**config.mk**
```make
export PLATFORM = sky130hd
export DESIGN_NAME = mac_dot_seq
export DESIGN_NICKNAME = d
export VERILOG_FILES = /design/src/rtl/mac_pkg.sv /design/src/rtl/mac_dot_seq.sv
export SDC_FILE = /design/constraint.sdc
export NUM_CORES = 1
export LEC_CHECK = 0
export ABC_AREA = 1
export CAP_MARGIN = 40
export CELL_PAD_IN_SITES_DETAIL_PLACEMENT = 1
export CELL_PAD_IN_SITES_GLOBAL_PLACEMENT = 1
export CORE_MARGIN = 2
export CORE_UTILIZATION = 28
export DETAILED_ROUTE_END_ITERATION = 12
export PLACE_DENSITY = 0.75
export SLEW_MARGIN = 20
export SYNTH_ARGS = -nofsm -noshare
export SYNTH_HDL_FRONTEND = slang
export SYNTH_SLANG_ARGS = --single-unit
```
**constraint.sdc**
```tcl
create_clock -name clk -period 2.8 [get_ports clk]
set_clock_uncertainty 0.05 [all_clocks]
set_input_delay 0.56 -clock clk [delete_from_list [all_inputs] [get_ports clk]]
set_output_delay 0.56 -clock clk [all_outputs]
set_load 0.05 [all_outputs]
```
**src/rtl/mac_pkg.sv**
```systemverilog
// Shared types and default widths for the MAC dot-product sequencer.
package mac_pkg;

  localparam int MAC_N      = 18;
  localparam int MAC_LEN_W  = 10;
  localparam int MAC_ADDR_W = 10;

  typedef enum logic [2:0] {
    IDLE,
    ISSUE,
    FLUSH,
    CAPTURE,
    DONE
  } state_t;

endpackage

```
**src/rtl/mac_dot_seq.sv**
```systemverilog
// Dot-product sequencer: streams operand pairs from two buffers
// into an external MAC and returns the accumulator result.
module mac_dot_seq
  import mac_pkg::*;
#(
  parameter int N      = MAC_N,
  parameter int LEN_W  = MAC_LEN_W,
  parameter int ADDR_W = MAC_ADDR_W
) (
  input  logic              clk,
  input  logic              rst,
  input  logic              start_valid,
  output logic              start_ready,
  input  logic [LEN_W-1:0]  start_len,
  input  logic [ADDR_W-1:0] start_w_base,
  input  logic [ADDR_W-1:0] start_x_base,
  output logic              rd_en,
  output logic [ADDR_W-1:0] rd_w_addr,
  output logic [ADDR_W-1:0] rd_x_addr,
  input  logic [N-1:0]      rd_w_data,
  input  logic [N-1:0]      rd_x_data,
  output logic              mac_clr,
  output logic              mac_en,
  output logic [N-1:0]      mac_w,
  output logic [N-1:0]      mac_x,
  input  logic [2*N-1:0]    mac_acc,
  output logic              res_valid,
  input  logic              res_ready,
  output logic [2*N-1:0]    res_data,
  output logic              busy
);

  state_t           state;
  logic [LEN_W-1:0] len_q;
  logic [LEN_W-1:0] cnt;

  assign mac_w       = rd_w_data;
  assign mac_x       = rd_x_data;
  assign busy        = (state != IDLE);
  assign start_ready = (state == IDLE) && !rst;

  always_ff @(posedge clk or posedge rst) begin
    if (rst) begin
      state     <= IDLE;
      len_q     <= '0;
      cnt       <= '0;
      rd_en     <= 1'b0;
      rd_w_addr <= '0;
      rd_x_addr <= '0;
      mac_clr   <= 1'b0;
      mac_en    <= 1'b0;
      res_valid <= 1'b0;
      res_data  <= '0;
    end else begin
      // read data lands one cycle after the strobe
      mac_en <= rd_en;
      unique case (state)
        IDLE: begin
          if (start_valid) begin
            len_q     <= start_len;
            cnt       <= '0;
            rd_w_addr <= start_w_base;
            rd_x_addr <= start_x_base;
            mac_clr   <= 1'b1;
            rd_en     <= (start_len != '0);
            state     <= ISSUE;
          end
        end
        ISSUE: begin
          mac_clr <= 1'b0;
          if (len_q == '0) begin
            state <= CAPTURE;
          end else if (cnt == len_q - 1'b1) begin
            rd_en <= 1'b0;
            state <= FLUSH;
          end else begin
            cnt       <= cnt + 1'b1;
            rd_w_addr <= rd_w_addr + 1'b1;
            rd_x_addr <= rd_x_addr + 1'b1;
          end
        end
        FLUSH: begin
          state <= CAPTURE;
        end
        CAPTURE: begin
          res_data  <= mac_acc;
          res_valid <= 1'b1;
          state     <= DONE;
        end
        DONE: begin
          if (res_ready) begin
            res_valid <= 1'b0;
            state     <= IDLE;
          end
        end
        default: begin
          state <= IDLE;
        end
      endcase
    end
  end

endmodule

```
==> results of run 1 <==
## logic make-up (layout without fill, tap and decap cells)
group / after synthesis / count (layout) / share of synthesized area
AND/OR/NAND/NOR: 265 / 265 / 0.2827
multiplexers: 36 / 36 / 0.08157
adder cells (fa/ha/maj): 5 / 5 / 0.01259
buffers and inverters: 108 / 203 / 0.1236
AO/OA/AOI/OAI: 36 / 36 / 0.03751
XOR/XNOR: 25 / 25 / 0.04406
flip-flops: 83 / 83 / 0.4179
## final timing paths
check,start,endpoint,slack [ns],cells past startpoint
max in group asynchronous,rst,res_data[31],1.43,3
min in group asynchronous,rst,mac_en,0.49,2
setup / recovery,state[2],busy,0.31,3
setup reg to reg,len_q[0],rd_w_addr[2],0.48,13
hold / removal,rd_en,mac_en,0.36,0
hold reg to reg,rd_en,mac_en,0.36,0
## cell type report
cell class	instances	area, um^2
Clock buffer	13	250.2
Clock inverter	2	60.06
Fill cell	2032	10740
Inverter	47	191.4
Multi-Input combinational cell	367	2288
Sequential cell	83	2077
Tap cell	225	281.5
Timing Repair Buffer	141	1409
## report_power, final
group | internal (uW) | switching (uW)
Combinational | 1860 | 3330
Clock | 802 | 462
Sequential | 1760 | 575
Total | 4420 | 4370
## per-layer routing
layer | vias up | share of wire | routed length (um) | GRT usage
li1 | 1987 | - | - | -
met1 | 2054 | 0.39 | 5410 | 0.1690
met2 | 101 | 0.52 | 7119 | 0.2753
met3 | 19 | 0.070 | 957 | 0.05224
met4 | 0 | 0.018 | 251 | 0.05498
met5 | - | 0 | 0 | 0
## stage by stage
step           instances  power (uW)
3_3_place_gp         862        7405
2_1_floorplan        558        6125
3_5_place_dp         863        7583
4_1_cts              878        8906
6_report             878        8788
5_1_grt              878        9391
## state kept, by name, indices dropped and copies added, names as in the netlist
signal	cells
mac_clr	1
rd_x_addr	10
state	3
res_data	36
rd_w_addr	10
cnt	10
len_q	10
rd_en	1
res_valid	1
mac_en	1
## worst max-delay path, stage by stage (launching register included)
cell and delay (ns):
dfrtp_1 0.44, inv_1 0.13, nand2_1 0.15, clkdlybuf4s50_1 0.82
## cell usage after synthesis, types with 2 or more instances
library cell	instances
nor3_1	10
a21oi_1	4
buf_4	37
buf_12	2
nand3_2	31
nand2_2	3
inv_2	2
inv_1	44
xor2_1	15
dfrtp_1	83
nand4_1	32
nand3b_1	2
o21ai_0	28
mux2_2	36
nor2_2	4
nand2_1	124
nor2_1	23
buf_2	10
nor2_4	3
nand3_1	28
xnor2_1	10
clkbuf_1	10
ha_1	5
==> load_flow_metrics.sql, run 1 <==
INSERT INTO impl_metrics (metric_group, metric, value, unit) VALUES
('power', 'power.leakage', '0.002910', 'uW'),
('logic_synthesis', 'cell_type_contributing_the_most_total_cell_area_after_synthesis', 'dfrtp_1', ''),
('detailed_routing', 'drcViolationCount', '0', ''),
('place', 'detailed_place_hpwl', '10350', 'um'),
('timing', 'setup-violations-final', '0', ''),
('logic_synthesis', 'yosys.area.top_type_share', '0.4179', ''),
('place', 'gp_routability_congestion', '0.8279', ''),
('cts', 'cts-root-to-sink-buffers', '2', ''),
('timing', 'hold_violations', '0', ''),
('detailed_routing', 'wl', '13740', 'um'),
('global_route', 'globalRoute.totalOverflow', '0', ''),
('cts', 'clkLatencyLatePin', '0.34', 'ns'),
('timing', 'slew-limit-headroom', '0.6128', ''),
('timing', 'tightest_slew', '0.5790', 'ns'),
('logic_synthesis', 'postSynth.topFlopCell', 'dfrtp_1', ''),
('run', 'max_cap_viol_count', '0', ''),
('power', 'peakVddDrop', '0.6511', 'mV'),
('global_route', 'grt_pass1_wl', '23060', 'um'),
('critical_path', 'critPathRequiredTime', '2.19', 'ns'),
('floorplan', 'initial_core_util', '0.2873', ''),
('cts', 'cts_tree', 'yes', ''),
('global_route', 'global_route.usage.total', '0.1539', ''),
('critical_path', 'timing.critical_path.arrival', '1.88', 'ns'),
('power', 'power_per_cell_area', '1340', 'nW/um^2'),
('floorplan', 'std_cell_rows', '48', ''),
('cts', 'htree_num_levels', '3', ''),
('floorplan', 'design.die.area', '18830', 'um^2'),
('global_route', 'initial_antenna_violation_count', '0', ''),
('timing', 'grt_setup_unrepaired', 'false', ''),
('logic_synthesis', 'synth_cell_type_count', '35', ''),
('detailed_routing', 'viasPerCell', '4.739', ''),
('cts', 'cts_setup_buffers', '0', ''),
('timing', 'final_critical_period', '2.488', 'ns'),
('finish', 'final_util', '0.3791', ''),
('min_path', 'hold_path_class', 'register to register', ''),
('logic_synthesis', 'yosys_warnings', '0', ''),
('detailed_routing', 'drt-wirelength-per-cell', '15.65', 'um'),
('finish', 'antenna_diode_count', '0', ''),
('cts', 'holdBufCountCts', '0', ''),
('critical_path', 'critical_path_peak_fanout', '4', ''),
('logic_synthesis', 'synth_edf_count', '0', ''),
('timing', 'fin_ws', '0.3120', 'ns'),
('floorplan', 'die_extent_in_y', '137.2', 'um'),
('finish', 'area_delta_synth_final', '31.95', '%'),
('floorplan', 'floorplan.io_pins', '204', ''),
('timing', 'finalCritPeriodShare', '0.8886', ''),
('logic_synthesis', 'avgSynthCellArea', '8.906', 'um^2'),
('cts', 'cts_num_sinks', '83', ''),
('logic_synthesis', 'synth_cells', '558', ''),
('detailed_routing', 'total_via_count_in_the_routed_design', '4161', ''),
('detailed_routing', 'number_of_nets_still_failing_antenna_checks_after_routing', '0', ''),
('finish', 'layout_commonest_cell', 'clkdlybuf4s50_1', ''),
('finish', 'final_layout_size_suffix_gt1_frac', '0.1669', ''),
('outcome', 'status', 'finished clean', ''),
('logic_synthesis', 'ys_seq_area_frac', '0.4179', ''),
('timing', 'max_freq', '0.4019', 'GHz'),
('floorplan', 'core-area', '17300', 'um^2'),
('finish', 'number_of_nets_in_the_layout', '760', ''),
('critical_path', 'critPathLaunchType', 'register', ''),
('place', 'place_ws', '0.4802', 'ns'),
('detailed_routing', 'dr.pass1.iters', '4', ''),
('logic_synthesis', 'synth-async-reset-ratio', '1.000', ''),
('timing', 'final.setup.tns', '0', 'ns'),
('global_route', 'grt_start_max_net_pins', '40', ''),
('place', 'placed_area', '6247', 'um^2'),
('cts', 'ctsResizeCount', '0', ''),
('finish', 'final_cell_mix', 'clkdlybuf4s50_1 (130), nand2_1 (124), dfrtp_1 (83)', ''),
('place', 'numPortBuffers', '131', ''),
('cts', 'clkTransAtPathRegs', '0.06', 'ns'),
('critical_path', 'worstSetupEndpointType', 'primary output', ''),
('detailed_routing', 'initialDrtViolationCount', '121', ''),
('floorplan', 'fp.dieW', '137.2', 'um'),
('finish', 'final_area', '6558', 'um^2'),
('logic_synthesis', 'syn-num-nets', '669', ''),
('critical_path', 'crit_type', 'register to primary output', ''),
('logic_synthesis', 'postSynthRegisterBits', '83', ''),
('logic_synthesis', 'syn_area', '4970', 'um^2'),
('timing', 'final.hold.worst_slack', '0.3613', 'ns'),
('timing', 'maxSlewViolCount', '0', ''),
('cts', 'ctsRootBufferMaster', 'clkbuf_16', ''),
('cts', 'cts-buffers-inserted', '9', ''),
('global_route', 'grt_pass1_vias', '4702', ''),
('logic_synthesis', 'netlist_top_cells_area', 'dfrtp_1 (42%), nand2_1 (9.4%), mux2_2 (8.2%)', '');
Note: power is estimated with default switching activity, not from simulation.
==> inputs of run 2 (changes only) <==
==> constraint.sdc (replaced) <==
create_clock -name clk -period 2.2 [get_ports clk]
set_clock_uncertainty 0.05 [all_clocks]
set_input_delay 0.44 -clock clk [delete_from_list [all_inputs] [get_ports clk]]
set_output_delay 0.44 -clock clk [all_outputs]
set_load 0.05 [all_outputs]
==> run 2 against run 1 <==
Compared with the run above:
- routed wire length up 7.4%
- combinational power increased by 38%
- sequential power up 28%
- design area increased by 4.1%
- critical path type unchanged
- clock power grew 52%
- global-route usage rose by 0.66 points
- sequential cell count unchanged
- cell count is 1.1% higher
==> load_flow_metrics.sql, run 2 (synthesis gave the netlist of run 1 again) <==
INSERT INTO impl_metrics (metric_group, metric, value, unit) VALUES
('detailed_routing', 'total_via_count_in_the_routed_design', '4254', ''),
('power', 'peakVddDrop', '0.9840', 'mV'),
('critical_path', 'critPathBufInv', '1', ''),
('detailed_routing', 'met3_length', '932', 'um'),
('detailed_routing', 'drt-wirelength-per-cell', '16.61', 'um'),
('critical_path', 'critPathLaunchType', 'register', ''),
('timing', 'max_freq', '0.4661', 'GHz'),
('detailed_routing', 'viasPerCell', '4.791', ''),
('power', 'p_clk_frac', '0.158', ''),
('power', 'power.switching_fraction', '0.4870', ''),
('floorplan', 'design.die.area', '18830', 'um^2'),
('finish', 'final_layout_size_suffix_gt1_frac', '0.2021', ''),
('detailed_routing', 'initialDrtViolationCount', '184', ''),
('detailed_routing', 'number_of_nets_still_failing_antenna_checks_after_routing', '0', ''),
('critical_path', 'worst_path_max_delay_cell', 'clkdlybuf4s50_1', ''),
('power', 'net-switching-power', '5872', 'uW'),
('critical_path', 'dominant_delay_contributor_by_cell_family_on_the_critical_path', 'buffers and inverters', ''),
('floorplan', 'die_extent_in_y', '137.2', 'um'),
('finish', 'layout_commonest_cell', 'nand2_1', ''),
('finish', 'fin_cells', '888', ''),
('min_path', 'hold_path_class', 'register to register', ''),
('global_route', 'grt_pass1_wl', '23600', 'um'),
('timing', 'maxSlewViolCount', '0', ''),
('finish', 'top_register', 'res_data', ''),
('place', 'place.detailed.instances', '866', ''),
('timing', 'slew-limit-headroom', '0.6420', ''),
('cts', 'cts-buffers-inserted', '9', ''),
('finish', 'area_delta_synth_final', '37.36', '%'),
('detailed_routing', 'wl', '14750', 'um'),
('cts', 'holdBufCountCts', '0', ''),
('floorplan', 'floorplan.io_pins', '204', ''),
('global_route', 'initial_antenna_violation_count', '0', ''),
('detailed_routing', 'dr.pass1.iters', '4', ''),
('detailed_routing', 'wirelength_met1', '5674', 'um'),
('detailed_routing', 'drcViolationCount', '0', ''),
('power', 'power.leakage', '0.003078', 'uW'),
('finish', 'number_of_nets_in_the_layout', '769', ''),
('critical_path', 'critical_path_cell_by_cell', 'clkdlybuf4s50_1', ''),
('floorplan', 'core-area', '17300', 'um^2'),
('cts', 'clkTransAtPathRegs', '0.07', 'ns'),
('detailed_routing', 'wl_met2', '7881', 'um'),
('critical_path', 'critPathRequiredTime', '1.71', 'ns'),
('cts', 'ctsRootBufferMaster', 'clkbuf_16', ''),
('global_route', 'global_route.usage.total', '0.1605', ''),
('floorplan', 'initial_core_util', '0.2873', ''),
('critical_path', 'timing.critical_path.arrival', '1.66', 'ns'),
('cts', 'clkLatencyLatePin', '0.34', 'ns'),
('critical_path', 'crit_type', 'register to primary output', ''),
('power', 'sequentialPowerShare', '0.248', ''),
('finish', 'antenna_diode_count', '0', ''),
('timing', 'grt_setup_unrepaired', 'true', ''),
('timing', 'finalCritPeriodShare', '0.9751', ''),
('critical_path', 'critical_path_peak_fanout', '5', ''),
('power', 'power_per_cell_area', '1766', 'nW/um^2'),
('place', 'detailed_place_hpwl', '10360', 'um'),
('outcome', 'status', 'finished clean', ''),
('global_route', 'grt_start_max_net_pins', '39', ''),
('global_route', 'globalRoute.totalOverflow', '0', ''),
('global_route', 'grt_pass1_vias', '4748', ''),
('floorplan', 'fp.dieW', '137.2', 'um'),
('place', 'numPortBuffers', '131', ''),
('power', 'internal_power', '6186', 'uW'),
('run', 'max_cap_viol_count', '0', ''),
('timing', 'final_critical_period', '2.145', 'ns'),
('cts', 'htree_num_levels', '3', ''),
('cts', 'cts_num_sinks', '83', ''),
('place', 'place_ws', '0.06032', 'ns'),
('cts', 'cts_tree', 'yes', ''),
('critical_path', 'worstSetupEndpointType', 'primary output', ''),
('cts', 'cts-root-to-sink-buffers', '2', ''),
('timing', 'setup-violations-final', '0', ''),
('place', 'gp_routability_congestion', '0.8286', ''),
('finish', 'largest_register_ffs', '36', ''),
('timing', 'hold_violations', '0', ''),
('floorplan', 'std_cell_rows', '48', ''),
('power', 'comb_power_share', '0.593', ''),
('timing', 'fin_ws', '0.05468', 'ns'),
('finish', 'final_cell_mix', 'nand2_1 (124), clkdlybuf4s50_1 (118), dfrtp_1 (83)', ''),
('critical_path', 'cp_slowest_stage_delay', '0.84', 'ns'),
('timing', 'tightest_slew', '0.5353', 'ns'),
('detailed_routing', 'maxUsedRoutingLayer', 'met4', '');
[run 2: cell count changes in the layout (fill, tap and decap cells not counted), sizes merged]
cell and change:
bufinv +2, nand3 +1, buf +13, dlygate4sd2 +1, dlymetal6s2s +3, clkdlybuf4s50 -12
clkinvlp +2
[run 2: area by class of cell]
class	instances	area, um^2
fill	2021	10470
multi-input combinational	368	2333
sequential	83	2077
timing repair buffer	149	1565
tap	225	281.5
clock buffer	10	239.0
inverter	47	193.9
clock inverter	6	136.4
[run 2: what timing repair did]
item                       CTS  global route
pin swaps                    0             2
resized for setup            1            12
gates cloned                 0             5
setup endpoints to repair    1            30
buffers inserted             0             1
[run 2: path summary, 6_finish.rpt]
path / endpoint / start / slack, ns / cells past startpoint
max in group asynchronous: rd_x_addr[1] / rst / 1.19 / 3
setup / recovery: rd_x_addr[8] / rd_x_addr[8] / 0.05 / 1
hold / removal: mac_en / rd_en / 0.37 / 0
min in group asynchronous: len_q[0] / rst / 0.40 / 2
setup reg to reg: rd_x_addr[7] / len_q[0] / 0.08 / 10
hold reg to reg: mac_en / rd_en / 0.37 / 0
[run 2: routing by layer]
metal	track usage	vias to the layer above
li1	-	2002
met1	0.1723	2136
met2	0.2944	97
met3	0.04893	19
met4	0.06071	0
met5	0	-
[run 2: power by group through the flow]
| stage | logic (uW) | registers, uW | clock network, uW |
|---|---|---|---|
| 6_report | 7160 | 2990 | 1910 |
| 3_5_place_dp | 6820 | 3010 | 0 |
| 2_1_floorplan | 3080 | 4720 | 0 |
| 5_1_grt | 7690 | 3100 | 2020 |
| 3_3_place_gp | 6640 | 2960 | 0 |
| 4_1_cts | 6870 | 3000 | 1950 |
[run 2: per-stage QoR]
| step | cell area, um^2 | hold WS, ns | utilization | TNS (ns) | total power [uW] |
|---|---|---|---|---|---|
| 2_1_floorplan | 4974 | 0.4359 | - | 0 | 7796 |
| 3_3_place_gp | 6302 | 0.3438 | 0.3644 | 0 | 9592 |
| 3_5_place_dp | 6302 | 0.3500 | 0.3644 | 0 | 9830 |
| 4_1_cts | 6676 | 0.3728 | 0.3860 | 0 | 11820 |
| 5_1_grt | 6827 | 0.3927 | 0.3947 | -0.9872 | 12820 |
| 6_report | 6827 | 0.3719 | 0.3947 | 0 | 12060 |
